--- src/rtl/ring_sched_pkg.sv ---
// Shared types and sizing for the ring round-robin scheduler.
// The hold counter holds values 0..MAX_HOLD inclusive, hence $clog2(MAX_HOLD+1).
package ring_sched_pkg;

    typedef enum logic {
        IDLE  = 1'b0,
        GRANT = 1'b1
    } state_t;

    localparam int DEF_MAX_HOLD = 8;
    localparam int HOLD_W       = $clog2(DEF_MAX_HOLD + 1);

    function automatic int hold_cnt_w(input int max_hold);
        return $clog2(max_hold + 1);
    endfunction

endpackage

--- src/rtl/rr_pick.sv ---
// Combinational round-robin pick: first set req bit at or above the token,
// wrapping, found by a lowest-set-bit scan over a double-width request vector.
module rr_pick #(
    parameter int WIDTH = 4
) (
    input  logic [WIDTH-1:0] req,
    input  logic [WIDTH-1:0] token,
    output logic [WIDTH-1:0] winner
);

    localparam int DW = 2 * WIDTH;

    logic [WIDTH-1:0] mask_hi;
    logic [DW-1:0]    dbl;
    logic [DW-1:0]    iso;

    // Lower copy keeps only bits at or above the token; the upper copy covers the wrap.
    always_comb begin
        mask_hi = ~(token - WIDTH'(1));
        dbl     = {req, req & mask_hi};
        iso     = dbl & (~dbl + DW'(1));
        winner  = iso[WIDTH-1:0] | iso[DW-1:WIDTH];
    end

endmodule

--- src/rtl/ring_rr_sched.sv ---
// Round-robin scheduler with a one-hot rotating token: one registered grant at a
// time, released on done, withdrawal or hold-limit timeout.
module ring_rr_sched
    import ring_sched_pkg::*;
#(
    parameter int WIDTH    = 4,
    parameter int MAX_HOLD = 8
) (
    input  logic             clk,
    input  logic             rst,
    input  logic [WIDTH-1:0] req,
    input  logic [WIDTH-1:0] done,
    output logic [WIDTH-1:0] gnt,
    output logic [WIDTH-1:0] token,
    output logic             busy,
    output logic             timeout
);

    localparam int HW = hold_cnt_w(MAX_HOLD);

    state_t           state_q, state_d;
    logic [WIDTH-1:0] gnt_q, gnt_d;
    logic [WIDTH-1:0] token_q, token_d;
    logic [HW-1:0]    hold_q, hold_d;
    logic             timeout_q, timeout_d;

    logic [WIDTH-1:0] winner;
    logic             rel_done, rel_wdraw, rel_limit;

    rr_pick #(.WIDTH(WIDTH)) u_pick (
        .req    (req),
        .token  (token_q),
        .winner (winner)
    );

    assign rel_done  = |(done & gnt_q);
    assign rel_wdraw = ~|(req & gnt_q);
    assign rel_limit = (hold_q == HW'(MAX_HOLD));

    always_comb begin
        state_d   = state_q;
        gnt_d     = gnt_q;
        token_d   = token_q;
        hold_d    = hold_q;
        timeout_d = 1'b0;
        unique case (state_q)
            IDLE: begin
                if (|req) begin
                    gnt_d   = winner;
                    hold_d  = HW'(1);
                    state_d = GRANT;
                end
            end
            GRANT: begin
                if (rel_done || rel_wdraw || rel_limit) begin
                    gnt_d     = '0;
                    token_d   = {gnt_q[WIDTH-2:0], gnt_q[WIDTH-1]};
                    hold_d    = '0;
                    state_d   = IDLE;
                    // A done or withdrawal on the limit edge counts as a normal release.
                    timeout_d = rel_limit && !rel_done && !rel_wdraw;
                end else begin
                    hold_d = hold_q + HW'(1);
                end
            end
            default: begin
                state_d = IDLE;
                gnt_d   = '0;
            end
        endcase
    end

    always_ff @(posedge clk) begin
        if (rst) begin
            state_q   <= IDLE;
            gnt_q     <= '0;
            token_q   <= WIDTH'(1);
            hold_q    <= '0;
            timeout_q <= 1'b0;
        end else begin
            state_q   <= state_d;
            gnt_q     <= gnt_d;
            token_q   <= token_d;
            hold_q    <= hold_d;
            timeout_q <= timeout_d;
        end
    end

    assign gnt     = gnt_q;
    assign token   = token_q;
    assign busy    = |gnt_q;
    assign timeout = timeout_q;

endmodule

--- config.mk ---
export PLATFORM = sky130hd
export DESIGN_NAME = ring_rr_sched
export DESIGN_NICKNAME = d
export VERILOG_FILES = /design/src/rtl/ring_sched_pkg.sv /design/src/rtl/rr_pick.sv /design/src/rtl/ring_rr_sched.sv
export SDC_FILE = /design/constraint.sdc
export NUM_CORES = 1
export LEC_CHECK = 0
export BUFFER_PORTS_ARGS = -buffer_cell sky130_fd_sc_hd__buf_2
export CORE_ASPECT_RATIO = 0.5
export CORE_UTILIZATION = 25
export DETAILED_ROUTE_END_ITERATION = 8
export SYNTH_ARGS = -nofsm -noshare
export SYNTH_HDL_FRONTEND = slang
export SYNTH_SLANG_ARGS = --single-unit
export TNS_END_PERCENT = 5
--- constraint.sdc ---
create_clock -name clk -period 2.4 [get_ports clk]
set_input_delay 0.24 -clock clk [delete_from_list [all_inputs] [get_ports clk]]
set_output_delay 0.24 -clock clk [all_outputs]
set_load 0.05 [all_outputs]
Word level (Yosys, flattened, before mapping) --
Cells that the tools add are included.
Word-level totals: register bits after elaboration 14, memory bits (writable) 0, input bits 10, logic and storage cells 42, memories 0, output and inout bits 10, bits in read-only memories 0, bits in latches 0
Operators by class: div/mod/pow operators 0, order comparisons 0, shift-type cells 0, eq/ne operators 3, multiplexer cells 9, bitwise logic cells 9, add/sub/neg operators 3, $mul 0, reductions and logical operators 13
Operators with widths (number):
- 4-bit 2-to-1 mux | 4
- 4-bit one-hot mux with 2 select lines | 2
- 4-bit OR reduction | 4
- 4-bit bitwise AND | 3
- 8-bit by 1-bit adder with 8-bit output, second input constant | 1
- 8-bit bitwise AND | 1
- 8-bit NOT | 1
- 4-bit by 1-bit adder with 4-bit output, second input constant | 1
- 4-bit == test, second input constant | 1
- 4-bit NOT | 1
- 4-bit bitwise OR | 1
- 2-bit AND reduction | 2
- 4-bit by 1-bit subtractor with 4-bit output, second input constant | 1
- 3-bit OR reduction | 1
- 1-bit logical AND | 2
- 1-bit logical NOT | 2
- 1-bit logical OR | 2
- 1-bit 2-to-1 mux | 2
- 2-bit by 1-bit != test with 1-bit output, second input constant | 1
- 2-bit != test, second input constant | 1
- 1-bit NOT | 2
- 1-bit one-hot mux with 2 select lines | 1

Longest topological paths before layout --
depth after elaboration 9, depth in mapped cells 6, gate-level depth less buffers 6

Hierarchy --
From an unflattened synthesis, not the netlist that was laid out.
Unflattened totals: cell total of the unflattened synthesis 96, area, all modules 849.6 µm²
Modules (own cells, without submodules):
- ring_rr_sched | cells an instance 75, sequential area each 280.3 µm², area each 701.9 µm², times used 1
- rr_pick | cells an instance 21, sequential area each 0.0 µm², area each 147.6 µm², times used 1

Worst setup path before layout --
Ideal clock, no wire load.
kind register to register, start register gnt_q[2] (netlist: gnt[2]), end register gnt_q[2] (netlist: gnt[2]), path buffers 0, library setup time 88 ps, arrival time 1676 ps, clock period less this slack 1764 ps, cell stages (with the launch flop) 5, setup slack 636 ps, data required time 2312 ps, cells stage by stage dfxtp_1 -> a22oi_1 -> a211oi_4 -> a21boi_4 -> o32ai_2
Between the ends: word-level cells in the longest chain between the ends 7, elaborated cells on any way between the ends 9, classes of those cells 1 x eq/ne; 2 x bitwise; 6 x reduce/logical
Ends and longest elaborated chain:
- from (decl) | line ring_rr_sched.sv:22 | logic [WIDTH-1:0] gnt_q, gnt_d;
- from (signal assigned) | line ring_rr_sched.sv:82 | gnt_q <= gnt_d;
- 4-bit bitwise AND | line ring_rr_sched.sv:37 | assign rel_wdraw = ~|(req & gnt_q);
- 4-bit OR reduction | line ring_rr_sched.sv:37
- 1-bit logical NOT | line ring_rr_sched.sv:37
- 1-bit logical OR * (2 in series) | line ring_rr_sched.sv:55 | if (rel_done || rel_wdraw || rel_limit) begin
- 2-bit by 1-bit != test with 1-bit output (no line) *
- 2-bit AND reduction (no line) *
Mark *: on every way between the ends. The rest lies on a longest branch, timed or not. A chain may end at the register's enable or synchronous reset.

Worst setup path in the final report --
start register gnt_q[3] (netlist: gnt[3]), end output busy
Between the ends: word-level cells in the longest chain between the ends 1
Ends and longest elaborated chain:
- 4-bit OR reduction | line ring_rr_sched.sv:91 | assign busy = |gnt_q;
- to (decl) | line ring_rr_sched.sv:15 | output logic busy,
Every way passes these cells.

==> results.yml <==
run_status:
  status: "completed"
detailed_routing:
  ant_nets: 0
  drc_errors: 0
  drt_iter0_drc: 36
  drt-vias-per-instance: 4.98
  wl_per_cell_microns: 13.0
  drtPass1Iterations: 4
  wl_microns: 1990
  vias: 762
sta:
  finalSetupViolCount: 0
  maxSlewViolCount: 0
  finClkSkew_ns: 0.00527
  max_freq_mhz: 634
  relSlewSlack_pct: 74.3
  timing.final.crit_period_ns: 1.58
  hold_slack_ns: 0.316
  tns_ns: 0
  hold_viol_final: 0
  finalCritPeriodShare_pct: 65.7
  rsz0062_at_grt: "false"
  tightest_slew_ns: 0.382
critical_path:
  crit_required_ns: 2.16
  path_cells: "or4_1, buf_2"
  critPathMaxFanout: 6
  startpoint_type: "flop"
  arrival_ns: 1.34
  crit_slowest_cell: "or4_1"
  endpoint_kind: "primary output"
  worst-setup-path-type: "reg -> out"
  cpPeakStageDelay_ns: 0.50
clock_tree:
  cts.root.buffer_cell: "clkbuf_8"
  hold_buffers: 0
  h-tree-depth: 1
  clk_latency_ns: 0.25
  cts-buffers-inserted: 3
  cts.sinks: 14
  cts.path.max_buffers: 2
  post-cts-setup-buffer-count: 0
  cts_resized: 0
  clk_pin_slew_ns: 0.06
  cts_tree: "done"
hold_path:
  hold_class: "in -> reg"
die:
  fp-row-count: 14
  core_sq_um: 3080
  ios: 20
  die_h_microns: 42.8
  start_util_pct: 27.0
  die-area_sq_um: 3580
  dieWidth_microns: 83.6
cells_and_area:
  syn2layout_area_growth_pct: 21.1
  final_nets: 128
  antenna_cells: 0
  final_cells: 153
  multi_input_area_sq_um: 526
  seq_area_sq_um: 280
  fill_cells: 332
  drive_above_1_share_pct: 23.9
synth:
  ys_warn_count: 0
  ys_seq_area_share_pct: 33.7
  syn-num-nets: 107
  yosysTopAreaCellShare_pct: 33.7
  avgSynthCellArea_sq_um: 8.85
  yosys_register_bits: 14
  async_reset_ff_share_pct: 0
  yosysTopAreaCell: "dfxtp_1"
  syn_inst: 94
  yosys-top-cells-count: "dfxtp_1, nand2_1, nand2b_1"
  synth_top_flop_cell: "dfxtp_1"
  synth-edff-count: 0
  yosys.cell_types.count: 37
  synth_area_sq_um: 832
  synth_area_leaders: "dfxtp_1, mux2i_1, nand2b_1, ha_1, nand3b_1"
  synth_most_common_cell: "dfxtp_1"
grt:
  gr-total-overflow: 0
  grt_usage_pct: 11.9
  antenna_found_initial: 0
  grt_max_degree: 20
  grt_pass1_wl_microns: 3280
  grt_pass1_vias: 704
power_and_ir_drop:
  powerDensity_nw_per_um2: 642
  ir_drop_mv: 0.195
  leakagePower_nw: 0.407
  power_mw: 0.646
place:
  dp_hpwl_microns: 1440
  place_inst: 150
  io_buffers: 19
  place.gp.congestion: 0.767
flow_run:
  max_cap_viol_count: 0
-- critical path, delay by kind of cell, from the launching register on --
family | cells | cell delay, ns
DFF | 1 | 0.36
and+or+nand+nor | 1 | 0.50
buffers and inverters | 1 | 0.22
-- stage by stage --
step / cell area, sq um / setup slack (ns) / util (%)
after floorplan: 832 / 0.636 / -
after global placement: 966 / 0.867 / 31.3
after detailed placement: 966 / 0.891 / 31.3
after CTS: 1010 / 0.831 / 32.7
after global routing: 1010 / 0.781 / 32.7
final: 1010 / 0.824 / 32.7
-- report_power, final --
group	internal (mW)	total [mW]	switching [mW]
registers	0.246	0.267	0.0205
clock network	0.111	0.197	0.0855
logic	0.0648	0.183	0.118
-- registers in the layout, summed over array words and instances, names as in the netlist --
name	count
gnt	4
hold_q	4
token	4
state_q	1
timeout	1
-- kinds of logic after synthesis --
| family | Yosys count | share of synthesized area, % |
|---|---|---|
| buf+inv | 7 | 3.16 |
| xor+xnor | 1 | 1.05 |
| flops | 14 | 33.7 |
| simple gates | 43 | 30.1 |
| mux | 5 | 6.02 |
| compound gates | 21 | 21.5 |
| fa+ha+maj | 3 | 4.51 |
-- cells in the final DEF, fill, tap and decap left out, types with 3 or more instances in the layout --
cell / n
buf_2: 19
dfxtp_1: 14
nand2_1: 8
nand2b_1: 8
nor2_1: 5
nand3b_1: 5
mux2i_1: 5
a21oi_1: 5
inv_1: 4
ha_1: 3
clkbuf_8: 3
-- final timing paths --
check | end | cells after the start | startpoint | slack, ns
max reg2reg | gnt[2] | 4 | gnt[3] | 0.88
min | gnt[0] | 3 | req[0] | 0.32
min reg2reg | hold_q[3] | 2 | hold_q[3] | 0.49
max | busy | 2 | gnt[3] | 0.82
-- layout make-up --
| cell class | instances | area share (%) |
|---|---|---|
| clock buffers | 3 | 4.10 |
| inverters | 4 | 1.49 |
| multi-input cells | 73 | 52.2 |
| flip-flops and latches | 14 | 27.8 |
| well taps | 40 | 4.97 |
| repair buffers | 19 | 9.44 |
-- metal layers --
metal	vias up	share of wire [%]	global-route usage, %
met2	29	43	16.9
met5	-	0	0
met4	0	2.4	7.12
met3	4	6.0	4.09
met1	342	49	15.7
li1	387	-	-
(Power assumes the default switching activity.)
